==> src/rtl/sqrt_iter.sv <==
// Iterative integer square root: one root bit per clock, MSB first, restoring shift/subtract.
// Define SQRT_REM_EN to add the registered remainder output r_bo.
module sqrt_iter #(
  parameter int WIDTH = 16
) (
  input  logic                 clk_i,
  input  logic                 rst_i,
  input  logic [WIDTH-1:0]     x_bi,
  input  logic                 start_i,
  output logic                 busy_o,
  output logic                 done_o,
  output logic [WIDTH/2-1:0]   y_bo
`ifdef SQRT_REM_EN
  ,
  output logic [WIDTH/2:0]     r_bo
`endif
);

  localparam int RW  = WIDTH / 2;
  localparam int RMW = RW + 2;
  localparam int CW  = $clog2(RW + 1);
  localparam logic [CW-1:0] CNT_LOAD = CW'(RW);
  localparam logic [CW-1:0] CNT_ONE  = CW'(1);

  typedef enum logic {IDLE, WORK} state_t;

  state_t           state;
  logic [WIDTH-1:0] xr;
  logic [RW-1:0]    q;
  logic [RMW-1:0]   rem;
  logic [CW-1:0]    cnt;

  logic [RMW-1:0]   rem_sh;
  logic [RMW-1:0]   trial;
  logic [RMW-1:0]   rem_nx;
  logic [RW-1:0]    q_nx;
  logic             fits;

  // The partial remainder never exceeds 2*q, so its top two bits are zero
  // whenever it is shifted; the cast drops them without losing information.
  always_comb begin
    rem_sh = RMW'({rem, xr[WIDTH-1 -: 2]});
    trial  = {q, 2'b01};
    fits   = (rem_sh >= trial);
    rem_nx = fits ? (rem_sh - trial) : rem_sh;
    q_nx   = {q[RW-2:0], fits};
  end

  always_ff @(posedge clk_i) begin
    if (rst_i) begin
      state  <= IDLE;
      done_o <= 1'b0;
      y_bo   <= '0;
`ifdef SQRT_REM_EN
      r_bo   <= '0;
`endif
      cnt    <= '0;
      xr     <= '0;
      q      <= '0;
      rem    <= '0;
    end else begin
      done_o <= 1'b0;
      case (state)
        IDLE: begin
          if (start_i) begin
            xr    <= x_bi;
            q     <= '0;
            rem   <= '0;
            cnt   <= CNT_LOAD;
            state <= WORK;
          end
        end
        WORK: begin
          xr  <= xr << 2;
          q   <= q_nx;
          rem <= rem_nx;
          cnt <= cnt - CNT_ONE;
          if (cnt == CNT_ONE) begin
            state  <= IDLE;
            y_bo   <= q_nx;
`ifdef SQRT_REM_EN
            r_bo   <= rem_nx[RW:0];
`endif
            done_o <= 1'b1;
          end
        end
        default: state <= IDLE;
      endcase
    end
  end

  assign busy_o = (state == WORK);

endmodule

==> config.mk <==
export PLATFORM = sky130hd
export DESIGN_NAME = sqrt_iter
export DESIGN_NICKNAME = d
export VERILOG_FILES = /design/src/rtl/sqrt_iter.sv
export SDC_FILE = /design/constraint.sdc
export NUM_CORES = 1
export LEC_CHECK = 0
export ABC_AREA = 1
export CORE_MARGIN = 2
export CORE_UTILIZATION = 50
export CTS_CLUSTER_DIAMETER = 150
export DETAILED_ROUTE_END_ITERATION = 12
export PLACE_DENSITY_LB_ADDON = 0.05
export SYNTH_ARGS = -nofsm -noshare
export SYNTH_HDL_FRONTEND = slang
export SYNTH_SLANG_ARGS = --single-unit
==> constraint.sdc <==
create_clock -name clk_i -period 1.4 [get_ports clk_i]
set_input_delay 0.14 -clock clk_i [delete_from_list [all_inputs] [get_ports clk_i]]
set_output_delay 0.14 -clock clk_i [all_outputs]
set_load 0.03 [all_outputs]
# Word level (Yosys, flattened, before mapping)
# Index checks and enable logic that the tools add are counted.
dict set report classes {
  n_lt_le_gt_ge 1
  div 0
  shift 0
  n_reduce_logical 2
  muxes 13
  n_mul 0
  add_sub_neg 2
  n_eq_ne 2
  n_bitwise 1
}
# op count
set ops {}
lappend ops {{$pmux 16 s2} 1}
lappend ops {{$pmux 8 s2} 2}
lappend ops {{$mux 8} 3}
lappend ops {{$mux 16} 1}
lappend ops {{$ge 10x10->1} 1}
lappend ops {{$pmux 4 s2} 1}
lappend ops {{$sub 8x8->8} 1}
lappend ops {{$eq 4x1->1 const B} 1}
lappend ops {{$mux 4} 1}
lappend ops {{$sub 4x1->4 const B} 1}
lappend ops {{$mux 1} 3}
lappend ops {{$ne 2x2->1 const B} 1}
lappend ops {{$pmux 1 s2} 1}
lappend ops {{$reduce_and 2->1} 1}
lappend ops {{$reduce_or 2->1} 1}
lappend ops {{$not 1->1} 1}
dict set report word_totals {
  wordCells 28
  latch_bits 0
  mem_bits_rw 0
  rom_bits 0
  in_bits 19
  reg_bits 46
  mem_count 0
}

# Longest topological paths before layout
dict set report logic_depth {
  depth_word 3
  mapped_depth 11
}

# Worst setup path after synthesis
# No wires, ideal clock.
dict set report synth_timing {
  kind {register to register}
  startpoint {register q[3]}
  endpoint {register rem[5]}
  period_less_slack_ns 1.551
  t_arrival_ns 1.481
  path_buffers 0
  path_stages_with_launch 10
  setup_slack_ns -0.151
  required_time_ns 1.330
  path_cell_list {dfxtp_1 inv_1 ha_1 a21oi_1 nand3_2 nand2_4 nand2_4 nand2_1 nand3_1 a21oi_1}
}
dict set report synth_between {
  elab_chain_cells 3
  word_cells_on_any_way 4
}
# item line_no
set synth_lines {}
lappend synth_lines {{from (decl)} 29} ;# logic [RW-1:0] q;
lappend synth_lines {{from (signal assigned)} 75} ;# q <= q_nx;
lappend synth_lines {{$sub 8x8->8 or $ge 10x10->1 (tied branches)} {45, 44}}
lappend synth_lines {{$mux 8 *} 45} ;# rem_nx = fits ? (rem_sh - trial) : rem_sh;
lappend synth_lines {{$pmux 8 s2 *} 63} ;# case (state)
lappend synth_lines {{to (signal assigned)} 76} ;# rem <= rem_nx;
lappend synth_lines {{to (decl)} 30} ;# logic [RMW-1:0] rem;
# Every way passes the cells marked *; elsewhere a longest branch is shown, timed or not.
# A chain may end at the register's enable or synchronous reset.

# Worst setup path after layout
dict set report layout_timing {
  startpoint {register q[0]}
  endpoint {register rem[1]}
}
dict set report layout_between {
  elab_chain_cells 3
}
# item line_no
set layout_lines {}
lappend layout_lines {{$ge 10x10->1} 44} ;# fits = (rem_sh >= trial);
lappend layout_lines {{$mux 8} 45}
lappend layout_lines {{$pmux 8 s2} 63}
# Every way passes these cells.

==> summary.md <==
| Metric | Value |
|---|---|
| Hold buffers post-CTS | 0 |
| Via count | 2,353 |
| Post-synth EDFFs | 0 |
| Starting Density | 0.510 |
| Adder-Cell Fraction of Synth Area | 0.0636 |
| Final Cycle Share | 1.15 |
| M1 WL | 2.47 mm |
| Ant. Diodes | 0 |
| CTS buffer count | 5 |
| Xor-xnor portion of the synthesized cell area | 0.0111 |
| Final worst slack | -0.216 ns |
| WL/cell | 12.5 um |
| Global-route wire length before repair | 9.58 mm |
| All-layer global routing usage | 0.228 |
| FILL cells | 375 |
| Top-level port count | 29 |
| Avg Cell Area, Syn | 6.97 sq um |
| Fmax | 619 MHz |
| Clk_lat worst skew | 0.31 ns |
| Post-place setup slack | -0.193 ns |
| Synth cell types | 29 |
| TritonCTS Sinks | 46 |
| Net Count, Synth | 370 |
| DRC viols | 0 |
| Pint | 3.42 mW |
| Worst slew pin tran | 0.307 ns |
| Biggest area consumer among synthesized cells | dfxtp_1 |
| Synth warn | 0 |
| Ys flop type | dfxtp_1 |
| Clock tree buffer depth | 2 |
| Worst path cell trace | inv_2 > ha_4 > nand2_2 > nor2_4 > nand2_2 > nand3_2 > nand2_4 > buf_12 > nand3_2 > nand3_2 > a21oi_2 |
| Leading post-synthesis cells by cell area | dfxtp_1 (39%), nand2_1 (15%), nand3_1 (9.7%) |
| # setup viols final | 10 |
| IO buf count | 28 |
| Simple-gate share of the synthesized area | 0.296 |
| Die width | 72.7 um |
| Net Sw Frac | 0.411 |
| Final Max Tran Viols | 0 |
| Ys async rst share | 0 |
| Failing checks | negative setup slack |
| Max FO, Critical Path | 5 |
| Clock slew at reported path FFs | 0.10 ns |
| Largest family of logic cells by synthesized area | simple AND/OR/NAND/NOR gates |
| Final hold vios | 0 |
| Top-count cell post-synth | nand2_1 |
| Hold Startpoint | x_bi[1] |
| Placeable core region | 4630 sq um |
| R2R Setup Slk | -0.22 ns |
| DRT Wirelength | 5.80 mm |
| Top sig layer | met4 |
| Total grt overflow | 0 |
| Vias in the first global route | 2,214 |
| Fraction of layout instances using a drive strength above 1 | 0.311 |
| Synthesized area | 2360 sq um |
| Yosys top cell area share | 0.390 |
| Initial antenna violation count | 0 |
| R2r worst-path depth | 11 |
| Placed inst area | 3080 sq um |
| CP dominant cell by count | nand3_2 |
| Vias per inst | 5.08 |
| Combinational power share | 0.583 |
| Reg-to-Reg End | rem[1] |
| P per Cell Area | 1710 nW/um^2 |
| Worst vdd rail ir drop | 0.000836 V |
| Power share of the clock group | 0.148 |
| Number of placed cells counting well taps | 452 |
| Fin nets | 439 |
| Row count | 25 |
| Most frequent cells after synthesis | nand2_1 (96), inv_1 (51), dfxtp_1 (46), nand3_1 (46), a21oi_1 (25) |
| Hold path depth | 3 |
| Drt first pass iters | 4 |
| Die H | 72.7 um |
| Min-delay worst type | in2reg |
| Fin crit period | 1.62 ns |
| CP arrival | 1.85 ns |
| Sequential element share of the synthesized area | 0.390 |
| H-Tree Depth | 2 |
| Outcome | complete, but fails checks |
| FF-to-FF Start | q[0] |
| Register bit count reported by yosys | 46 |
| Element type at the critical path end | flop |
| Root Driver | clkbuf_8 |
| Area Growth Syn to Fin | 44.0% |
| Compound-Gate Fraction of Synth Area | 0.120 |
| Critical path's slowest cell | dfxtp_2 |
| DP HPWL | 3.95 mm |
| Die footprint | 5290 sq um |
| Clk_skew | 0.0113 ns |
| Mapped Cells | 339 |
| Crit Path Category | reg2reg |
| Worst slew margin | 0.796 |
| DR iter-0 viols | 135 |
| Detail Route Antenna Nets | 0 |
| CP Launch Point | q[0] |
| Worst stage delay on the critical path | 0.35 ns |
| Psw | 2.39 mW |
| Cell area after layout | 3400 sq um |
| Largest net degree at the start of global routing | 26 |
| Hold Path Sink | xr[1] |
| Leak pwr | 1.60 nW |
| Post-synthesis mux area share | 0 |
| Final Non-Filler Cells | 463 |
| Max cap viols | 0 |
| GPL Wtd Cong | 0.811 |
| Critical Path Start Type | flop |
| Wire length on met3 | 179 um |
| Met2 routed WL | 3.07 mm |
| RSZ-0062 raised after global routing | yes |
| CTS tree | yes |
| Sequential power share | 0.269 |
| Worst Path Required | 1.63 ns |
-- worst max-delay path by stage --
| stage | slack (ns) | cells after the start | end |
|---|---|---|---|
| finish | -0.22 | 11 | rem[1] |
| global route | -0.28 | 9 | rem[1] |
| CTS | -0.18 | 11 | rem[1] |
| detailed placement | -0.19 | 9 | rem[4] |
| global placement | -0.17 | 8 | rem[5] |
| floorplan | -0.03 | 11 | rem[6] |
-- cells by family after synthesis --
logic type / count (synthesis)
xor+xnor: 3
fa+ha+maj: 12
buf+inv: 68
compound gates: 50
flops: 46
simple gates: 160
-- metal layers --
layer / vias up / global-route usage
li1: 1222 / -
met1: 1080 / 0.275
met2: 42 / 0.417
met3: 9 / 0.0373
met4: 0 / 0.0617
met5: - / 0
-- placed cells by master, fill, tap and decap left out, types with 2 or more instances in the layout --
cell type / instances
buf_12: 2
nand3_2: 10
o21ai_0: 12
a21oi_2: 8
nor2_2: 2
xnor2_1: 2
dfxtp_1: 34
ha_1: 3
nand3_1: 37
clkbuf_8: 5
nand2_4: 4
dfxtp_2: 12
ha_4: 9
clkdlybuf4s50_1: 18
nor2_1: 6
nand4_1: 2
clkinvlp_4: 2
buf_6: 2
inv_1: 43
nand2_2: 10
clkinv_1: 2
dlygate4sd2_1: 9
a21oi_1: 17
inv_2: 8
a22oi_1: 9
nand2_1: 83
buf_4: 46
-- registers in the layout, summed over array words and instances (netlist names) --
name / cells
busy_o: 1
cnt: 4
done_o: 1
q: 8
rem: 8
xr: 16
y_bo: 8
-- what timing repair did --
item | CTS | global route
pin swaps | 21 | 14
endpoints found under the setup margin | 19 | 12
cloned | 0 | 0
buffers inserted | 0 | 3
gates resized for setup | 44 | 19
-- stage by stage --
stage	hold WS [ns]	TNS [ns]	util	power, mW
2_1_floorplan	0.235	-0.254	-	3.25
3_3_place_gp	0.449	-1.24	0.665	4.06
3_5_place_dp	0.455	-1.55	0.665	4.11
4_1_cts	0.406	-1.34	0.716	5.50
5_1_grt	0.449	-2.19	0.735	6.20
6_report	0.406	-1.45	0.735	5.80
-- power groups by stage --
stage	sequential (mW)	combinational [mW]	clock, mW
after detailed placement	1.57	2.54	0
after global routing	1.58	3.69	0.933
final	1.56	3.38	0.857
after global placement	1.56	2.50	0
after CTS	1.55	3.08	0.875
after floorplan	1.56	1.68	0
-- critical path: cells and delay by family (launching register included) --
kind | cells | cell delay (ns)
simple gates | 7 | 0.55
fa+ha+maj | 1 | 0.29
buf+inv | 2 | 0.22
flops | 1 | 0.35
compound gates | 1 | 0.14
-- area by class of cell --
type	count	area [sq um]	share of cell area
Clock buffer	5	68.8	0.0202
Clock inverter	3	23.8	0.00699
Inverter	53	199	0.0585
Multi-Input combinational cell	225	1440	0.423
Sequential cell	46	936	0.275
Tap cell	54	67.6	0.0199
Timing Repair Buffer	77	667	0.196
(Power assumes the default switching activity.)
